[src/rtl/tcn_fifo_pkg.sv]
// rtl/tcn_fifo_pkg.sv - shared ring-region types and address map function
// Purpose: per-channel ring state record and the logical->physical ring map,
//          shared by the RTL map sub-module and the controller model.
// Contents: RING_ADDR_W, ring_addr_t, ring_cfg_t, ring_map_t, ring_map().
package tcn_fifo_pkg;

  localparam int RING_ADDR_W = 12;

  typedef logic [RING_ADDR_W-1:0] ring_addr_t;

  // size is block_size*total_blocks precomputed at config time; size==0 means unmapped.
  typedef struct packed {
    ring_addr_t base;
    ring_addr_t block_size;
    ring_addr_t total_blocks;
    ring_addr_t size;
    ring_addr_t head;
    ring_addr_t fill;
  } ring_cfg_t;

  typedef struct packed {
    ring_addr_t addr;
    logic       oob;
  } ring_map_t;

  // Rotate a logical address by the head pointer and wrap inside the region.
  // head < size and addr < size, so a single conditional subtract suffices.
  function automatic ring_map_t ring_map(input ring_cfg_t cfg, input ring_addr_t addr);
    logic [RING_ADDR_W:0] off;
    ring_map_t            res;
    off      = {1'b0, addr} + {1'b0, cfg.head};
    res.addr = addr;
    res.oob  = 1'b0;
    if (cfg.size != '0) begin
      if (addr >= cfg.size) begin
        // Out-of-range accesses are pinned to the region base so they never escape it.
        res.addr = cfg.base;
        res.oob  = 1'b1;
      end else begin
        if (off >= {1'b0, cfg.size}) begin
          off = off - {1'b0, cfg.size};
        end
        res.addr = cfg.base + off[RING_ADDR_W-1:0];
      end
    end
    return res;
  endfunction

endpackage

[src/rtl/tcn_ring_map.sv]
// rtl/tcn_ring_map.sv - combinational ring address map for one access port
// Purpose: bypass or ring-map a logical address using one channel's ring state.
// Ports:
//   active   in   1        0: pass addr_in through, 1: apply ring mapping
//   cfg      in   struct   ring state of the selected channel
//   addr_in  in   ADDR_W   logical address
//   addr_out out  ADDR_W   physical address
//   oob      out  1        logical address outside the ring
module tcn_ring_map
  import tcn_fifo_pkg::*;
#(
  parameter int ADDR_W = RING_ADDR_W
) (
  input  logic              active,
  input  ring_cfg_t         cfg,
  input  logic [ADDR_W-1:0] addr_in,
  output logic [ADDR_W-1:0] addr_out,
  output logic              oob
);

  ring_map_t mapped;

  always_comb begin
    mapped = ring_map(cfg, addr_in);
    if (!active) begin
      addr_out = addr_in;
      oob      = 1'b0;
    end else begin
      addr_out = mapped.addr;
      oob      = mapped.oob;
    end
  end

endmodule

[src/rtl/tcn_ring_addr_mapper.sv]
// rtl/tcn_ring_addr_mapper.sv - multi-channel circular-buffer address translator
// Purpose: per-channel ring regions for TCN incremental execution; rotates read and
//          write addresses by the channel head pointer, registered 1-cycle outputs.
// Ports:
//   clk, reset (async active-low)
//   active                         0: bypass, 1: ring mapping
//   cfg_we/cfg_ch/cfg_base/cfg_block_size/cfg_total_blocks  channel config write
//   cfg_err                        pulse: previous config write rejected
//   adv/adv_ch                     advance one channel's head by one block
//   rd_req/rd_ch/rd_addr_in -> rd_valid/rd_addr_out/rd_oob   read port
//   wr_req/wr_ch/wr_addr_in -> wr_valid/wr_addr_out/wr_oob   write port
//   full                           per channel: ring holds total_blocks vectors
module tcn_ring_addr_mapper
  import tcn_fifo_pkg::*;
#(
  parameter int ADDR_W = RING_ADDR_W,
  parameter int NUM_CH = 4,
  parameter int CH_W   = (NUM_CH > 1) ? $clog2(NUM_CH) : 1
) (
  input  logic              clk,
  input  logic              reset,
  input  logic              active,
  input  logic              cfg_we,
  input  logic [CH_W-1:0]   cfg_ch,
  input  logic [ADDR_W-1:0] cfg_base,
  input  logic [ADDR_W-1:0] cfg_block_size,
  input  logic [ADDR_W-1:0] cfg_total_blocks,
  output logic              cfg_err,
  input  logic              adv,
  input  logic [CH_W-1:0]   adv_ch,
  input  logic              rd_req,
  input  logic [CH_W-1:0]   rd_ch,
  input  logic [ADDR_W-1:0] rd_addr_in,
  output logic              rd_valid,
  output logic [ADDR_W-1:0] rd_addr_out,
  output logic              rd_oob,
  input  logic              wr_req,
  input  logic [CH_W-1:0]   wr_ch,
  input  logic [ADDR_W-1:0] wr_addr_in,
  output logic              wr_valid,
  output logic [ADDR_W-1:0] wr_addr_out,
  output logic              wr_oob,
  output logic [NUM_CH-1:0] full
);

  // ---------------------------------------------------------------------------
  // Config validation: full-width product, and the region must end at or below 2^ADDR_W.
  // ---------------------------------------------------------------------------
  logic [2*ADDR_W-1:0] cfg_prod;
  logic [ADDR_W:0]     cfg_end;
  logic                cfg_bad;

  always_comb begin
    cfg_prod = {{ADDR_W{1'b0}}, cfg_block_size} * {{ADDR_W{1'b0}}, cfg_total_blocks};
    cfg_end  = {1'b0, cfg_base} + {1'b0, cfg_prod[ADDR_W-1:0]};
    cfg_bad  = (|cfg_prod[2*ADDR_W-1:ADDR_W]) || (cfg_end > {1'b1, {ADDR_W{1'b0}}});
  end

  // ---------------------------------------------------------------------------
  // Per-channel ring state
  // ---------------------------------------------------------------------------
  ring_cfg_t ring_all [NUM_CH];

  for (genvar i = 0; i < NUM_CH; i++) begin : g_ch
    ring_cfg_t       ring_q;
    logic            cfg_hit;
    logic            adv_hit;
    logic [ADDR_W:0] head_sum;

    always_comb begin
      // A rejected config leaves the channel alone, so it does not block an advance.
      cfg_hit  = cfg_we && !cfg_bad && (cfg_ch == CH_W'(i));
      adv_hit  = adv && (adv_ch == CH_W'(i)) && (ring_q.size != '0);
      head_sum = {1'b0, ring_q.head} + {1'b0, ring_q.block_size};
    end

    always_ff @(posedge clk or negedge reset) begin
      if (!reset) begin
        ring_q <= '0;
      end else if (cfg_hit) begin
        ring_q.base         <= cfg_base;
        ring_q.block_size   <= cfg_block_size;
        ring_q.total_blocks <= cfg_total_blocks;
        ring_q.size         <= cfg_prod[ADDR_W-1:0];
        ring_q.head         <= '0;
        ring_q.fill         <= '0;
      end else if (adv_hit) begin
        ring_q.head <= (head_sum >= {1'b0, ring_q.size}) ? '0 : head_sum[ADDR_W-1:0];
        if (ring_q.fill != ring_q.total_blocks) begin
          ring_q.fill <= ring_q.fill + 1'b1;
        end
      end
    end

    assign ring_all[i] = ring_q;
    // Unmapped channels never report full even though fill==total_blocks==0.
    assign full[i]     = (ring_q.size != '0) && (ring_q.fill == ring_q.total_blocks);
  end

  // ---------------------------------------------------------------------------
  // Port channel select and map (uses current state: pre-advance, pre-config)
  // ---------------------------------------------------------------------------
  ring_cfg_t         rd_cfg;
  ring_cfg_t         wr_cfg;
  logic [ADDR_W-1:0] rd_map_addr;
  logic [ADDR_W-1:0] wr_map_addr;
  logic              rd_map_oob;
  logic              wr_map_oob;

  always_comb begin
    rd_cfg = '0;
    wr_cfg = '0;
    for (int i = 0; i < NUM_CH; i++) begin
      if (rd_ch == CH_W'(i)) rd_cfg = ring_all[i];
      if (wr_ch == CH_W'(i)) wr_cfg = ring_all[i];
    end
  end

  tcn_ring_map #(.ADDR_W(ADDR_W)) u_rd_map (
    .active   (active),
    .cfg      (rd_cfg),
    .addr_in  (rd_addr_in),
    .addr_out (rd_map_addr),
    .oob      (rd_map_oob)
  );

  tcn_ring_map #(.ADDR_W(ADDR_W)) u_wr_map (
    .active   (active),
    .cfg      (wr_cfg),
    .addr_in  (wr_addr_in),
    .addr_out (wr_map_addr),
    .oob      (wr_map_oob)
  );

  // ---------------------------------------------------------------------------
  // Output registers: address/oob hold when there is no request.
  // ---------------------------------------------------------------------------
  always_ff @(posedge clk or negedge reset) begin
    if (!reset) begin
      cfg_err     <= 1'b0;
      rd_valid    <= 1'b0;
      rd_addr_out <= '0;
      rd_oob      <= 1'b0;
      wr_valid    <= 1'b0;
      wr_addr_out <= '0;
      wr_oob      <= 1'b0;
    end else begin
      cfg_err  <= cfg_we && cfg_bad;
      rd_valid <= rd_req;
      wr_valid <= wr_req;
      if (rd_req) begin
        rd_addr_out <= rd_map_addr;
        rd_oob      <= rd_map_oob;
      end
      if (wr_req) begin
        wr_addr_out <= wr_map_addr;
        wr_oob      <= wr_map_oob;
      end
    end
  end

endmodule

[config.mk]
export PLATFORM = sky130hd
export DESIGN_NAME = tcn_ring_addr_mapper
export DESIGN_NICKNAME = d
export VERILOG_FILES = /design/src/rtl/tcn_fifo_pkg.sv /design/src/rtl/tcn_ring_map.sv /design/src/rtl/tcn_ring_addr_mapper.sv
export SDC_FILE = /design/constraint.sdc
export NUM_CORES = 1
export LEC_CHECK = 0
export CAP_MARGIN = 15
export CORE_ASPECT_RATIO = 1.1
export CORE_MARGIN = 2
export CORE_UTILIZATION = 23
export CTS_CLUSTER_SIZE = 25
export DETAILED_ROUTE_END_ITERATION = 10
export GPL_TIMING_DRIVEN = 0
export PLACE_DENSITY = 0.36
export REMOVE_ABC_BUFFERS = 1
export SLEW_MARGIN = 40
export SYNTH_ARGS = -nofsm -noshare
export SYNTH_HDL_FRONTEND = slang
export SYNTH_SLANG_ARGS = --single-unit
[constraint.sdc]
create_clock -name clk -period 7.9 [get_ports clk]
set_input_delay 1.58 -clock clk [delete_from_list [all_inputs] [get_ports clk]]
set_output_delay 1.58 -clock clk [all_outputs]
set_load 0.05 [all_outputs]
==> summary.md <==
| Metric | Value |
|---|---|
| Run status | finished, violations left |
| Failing checks | setup timing |
| Synthesis-to-finish area growth | 28.60% |
| Synth Instances | about 2700 |
| # fillers | roughly 12000 |
| Worst Tran Pin Value | about 0.95 ns |
| Synth Warn # | 0 |
| Total Routing Usage GR | between 10% and 20% |
| Die H | approximately 360 um |
| Max Cap Viol | 0 |
| DRT Pass-1 Iters | 7 |
| Nets | 3368 |
| Delay-heaviest family, CP | adder cells |
| CP endpoint kind | register |
| H-tree depth reported by CTS | 2 |
| RSZ-0062 raised after global routing | yes |
| Ys async rst share | 100.0% |
| Clk_skew | 0.04994 ns |
| CTS tree | yes |
| Syn avg cell area | between 10 and 15 um2 |
| Clk pin slew, worst setup/hold paths | roughly 0.050 ns |
| Tmin final | approximately 8 ns |
| Leak Pwr | 16.57 nW |
| DRC violations left | 0 |
| Post-synthesis mux area share | 14.20% |
| Post-synth cell types | 74 |
| Flops & latches, synth | approximately 320 |
| Worst hold path class | register to register |
| Crit Reg-Reg Startpoint | g_ch[0].ring_q[13] |
| Maximum clock rate | 0.1221 GHz |
| Input/output buffers | around 110 |
| Fin crit share | 103.6% |
| Maximum VDD drop | between 200 and 250 uV |
| Gpl congestion | 0.8209 |
| Critical path's slowest cell | fa_1 |
| Largest net degree at the start of global routing | 73 |
| Mapped Area | 27110 um2 |
| First-pass GRT wire length | around 150 mm |
| Core area | about 120000 um2 |
| Rows | 132 |
| Largest family of logic cells by synthesized area | adder cells |
| Worst Path Buf+Inv | 10 |
| CP startpoint | cfg_total_blocks[3] |
| Max stage delay on crit path | 0.56 ns |
| Final instance area | between 30000 and 40000 um2 |
| Fin Setup TNS | -11.83 ns |
| Synth Area in Simple Gates | roughly an eighth |
| Most common cell after layout, fill and taps aside | dfrtp_1 |
| Slew Viols, Final | 0 |
| DIE AREA | about 120000 um2 |
| CTS Buffer Depth | 3 |
| Synth Flop Type | dfrtp_1 |
| Arr. time, crit path | between 8 and 9 ns |
| Initial antenna violation count | 5 |
| Util after Layout | ~30% |
| Synth Area in Adders | roughly a fifth |
| Layout cells sized above 1 | around 22% |
| Startpoint Class | input port |
| Cell Area, Placed | just over 30000 um2 |
| Xor-xnor portion of the synthesized cell area | between 6 and 7% |
| Post-synth EDFFs | 0 |
| IO Pins | between 100 and 150 |
| Vias in the first global route | 22704 |
| Most frequent cells in the layout | 317 x dfrtp_1, 259 x ha_1, 242 x inv_1 |
| Initial Utilization | between 20% and 30% |
| Vias/cell | 4.760 |
| Detail Route Antenna Nets | 0 |
| Worst hold start | wr_addr_out[1] |
| Worst skew pair latency | 0.64 ns |
| Crit path max fanout | 9 |
| Wire per inst | approximately 22 um |
| Setup CP Type | input port to register |
| Post-CTS Hold Buffers | 0 |
| Seq/Total Area, Yosys | between 20 and 30% |
| Slew margin rel. | a little over a third |
| Worst Path Required | ~8.4 ns |
| CTS Root Cell | clkbuf_16 |
| # setup viols final | 100 |
| Final Hold Fails | 0 |
| PnR worst setup slack | -0.2871 ns |
| WL final | about 100 mm |
| TritonCTS Sinks | between 300 and 400 |
| Die W | 331.4 um |
| Num CTS Buffers | between 40 and 50 |
| Drt initial violations | roughly 1200 |
| Total grt overflow | 0 |
| PwrDens | 279.5 nW/um2 |
| Hpwl dp | 72.88 mm |
| Compound-cell area share of the yosys netlist | between 10% and 20% |
| Via Count | approximately 21000 |
[cells in the mapped netlist, types with 26 or more instances]
cell / instances / area share (%)
dfrtp_1: 317 / 29
ha_1: 270 / 12
inv_1: 249 / 3.4
nand2_1: 194 / 2.7
nor2_1: 138 / 1.9
mux2_2: 132 / 5.5
a21oi_1: 114 / 2.1
fa_1: 111 / 8.2
xnor2_1: 107 / 3.5
o21ai_0: 105 / 1.9
and2_1: 99 / 2.3
xor2_1: 86 / 2.8
mux4_2: 72 / 6.0
a21o_1: 66 / 1.8
clkbuf_1: 65 / 0.90
a22o_1: 51 / 1.6
mux2_1: 48 / 2.0
nand3_1: 43 / 0.79
nor3_1: 33 / 0.61
nor4_1: 28 / 0.65
nand4_1: 27 / 0.62
and3_1: 26 / 0.60
[logic make-up (layout without fill, tap and decap cells)]
family,after synthesis,after routing
AO/OA/AOI/OAI,488,491
XOR/XNOR,193,193
adder cells (fa/ha/maj),381,381
buffers and inverters,346,612
flip-flops,317,317
multiplexers,272,272
other,0,1
AND/OR/NAND/NOR,676,680
[state kept, by name, summed over array words and instances, names as in the netlist]
name / flops
g_ch.ring_q: 288
rd_addr_out: 12
wr_addr_out: 12
cfg_err: 1
rd_oob: 1
rd_valid: 1
wr_oob: 1
wr_valid: 1
[worst paths after layout]
kind,slack (ns),to,cells past startpoint
min in group asynchronous,0.75,wr_oob,1
min,0.47,wr_addr_out[1],1
max in group asynchronous,5.82,g_ch[0].ring_q[43],4
max reg2reg,1.11,wr_addr_out[10],29
max,-0.29,g_ch[2].ring_q[67],31
min reg2reg,0.47,wr_addr_out[1],1
[final cells by class]
type | instances | area [um2] | area share (%)
antenna | 1 | 2.502 | 0.007177
clock buffer | 62 | 1261 | 3.617
clock inverter | 19 | 226.5 | 0.6495
inverter | 249 | 934.6 | 2.681
multi-input combinational | 2017 | 19040 | 54.62
sequential | 317 | 7933 | 22.75
tap | 1541 | 1928 | 5.530
timing repair buffer | 282 | 3536 | 10.14
[repair_timing]
| action | 4_1_cts | 5_1_grt |
|---|---|---|
| pin swaps | 33 | 50 |
| gates resized for setup | 225 | 226 |
| cloned | 13 | 12 |
| setup buffers | 61 | 66 |
| setup endpoints to repair | 299 | 277 |
[metal layers]
metal | track usage [%] | vias to the layer above | part of all wire, %
li1 | - | 9933 | -
met1 | 20.20 | 10892 | 44
met2 | 28.96 | 403 | 50
met3 | 2.293 | 128 | 3.8
met4 | 4.101 | 6 | 2.4
met5 | 0 | - | 0.037
[worst reg2reg max path, delay by kind of cell, from the launching register on]
| family | cells | cell delay [ns] |
|---|---|---|
| AO/OA/AOI/OAI | 16 | 3.27 |
| XOR/XNOR | 2 | 0.39 |
| adder cells (fa/ha/maj) | 4 | 1.36 |
| buffers and inverters | 1 | 0.07 |
| flip-flops | 1 | 0.46 |
| multiplexers | 1 | 0.55 |
| AND/OR/NAND/NOR | 5 | 0.64 |
[where the power goes]
| group | leakage (nW) | internal, W | total [W] | switching (W) |
|---|---|---|---|---|
| Clock | 0.712 | 0.00122 | 0.00207 | 0.000851 |
| Combinational | 11.6 | 0.00248 | 0.00577 | 0.00329 |
| Sequential | 4.26 | 0.00176 | 0.00191 | 0.000142 |
| Total | 16.6 | 0.00547 | 0.00975 | 0.00428 |
[per-stage QoR]
step	worst slack, ns	hold slack [ns]	power (W)	instances
floorplan	-1.952	0.4624	0.005437	2576
global route	-0.5266	0.4934	0.01053	4488
global placement	-9.825	0.4660	0.006840	4224
detailed placement	-3.101	0.4715	0.006942	4267
finish	-0.2871	0.4736	0.009746	4488
CTS	-0.2632	0.4819	0.009622	4415
Power figures use the tool's default switching activity.
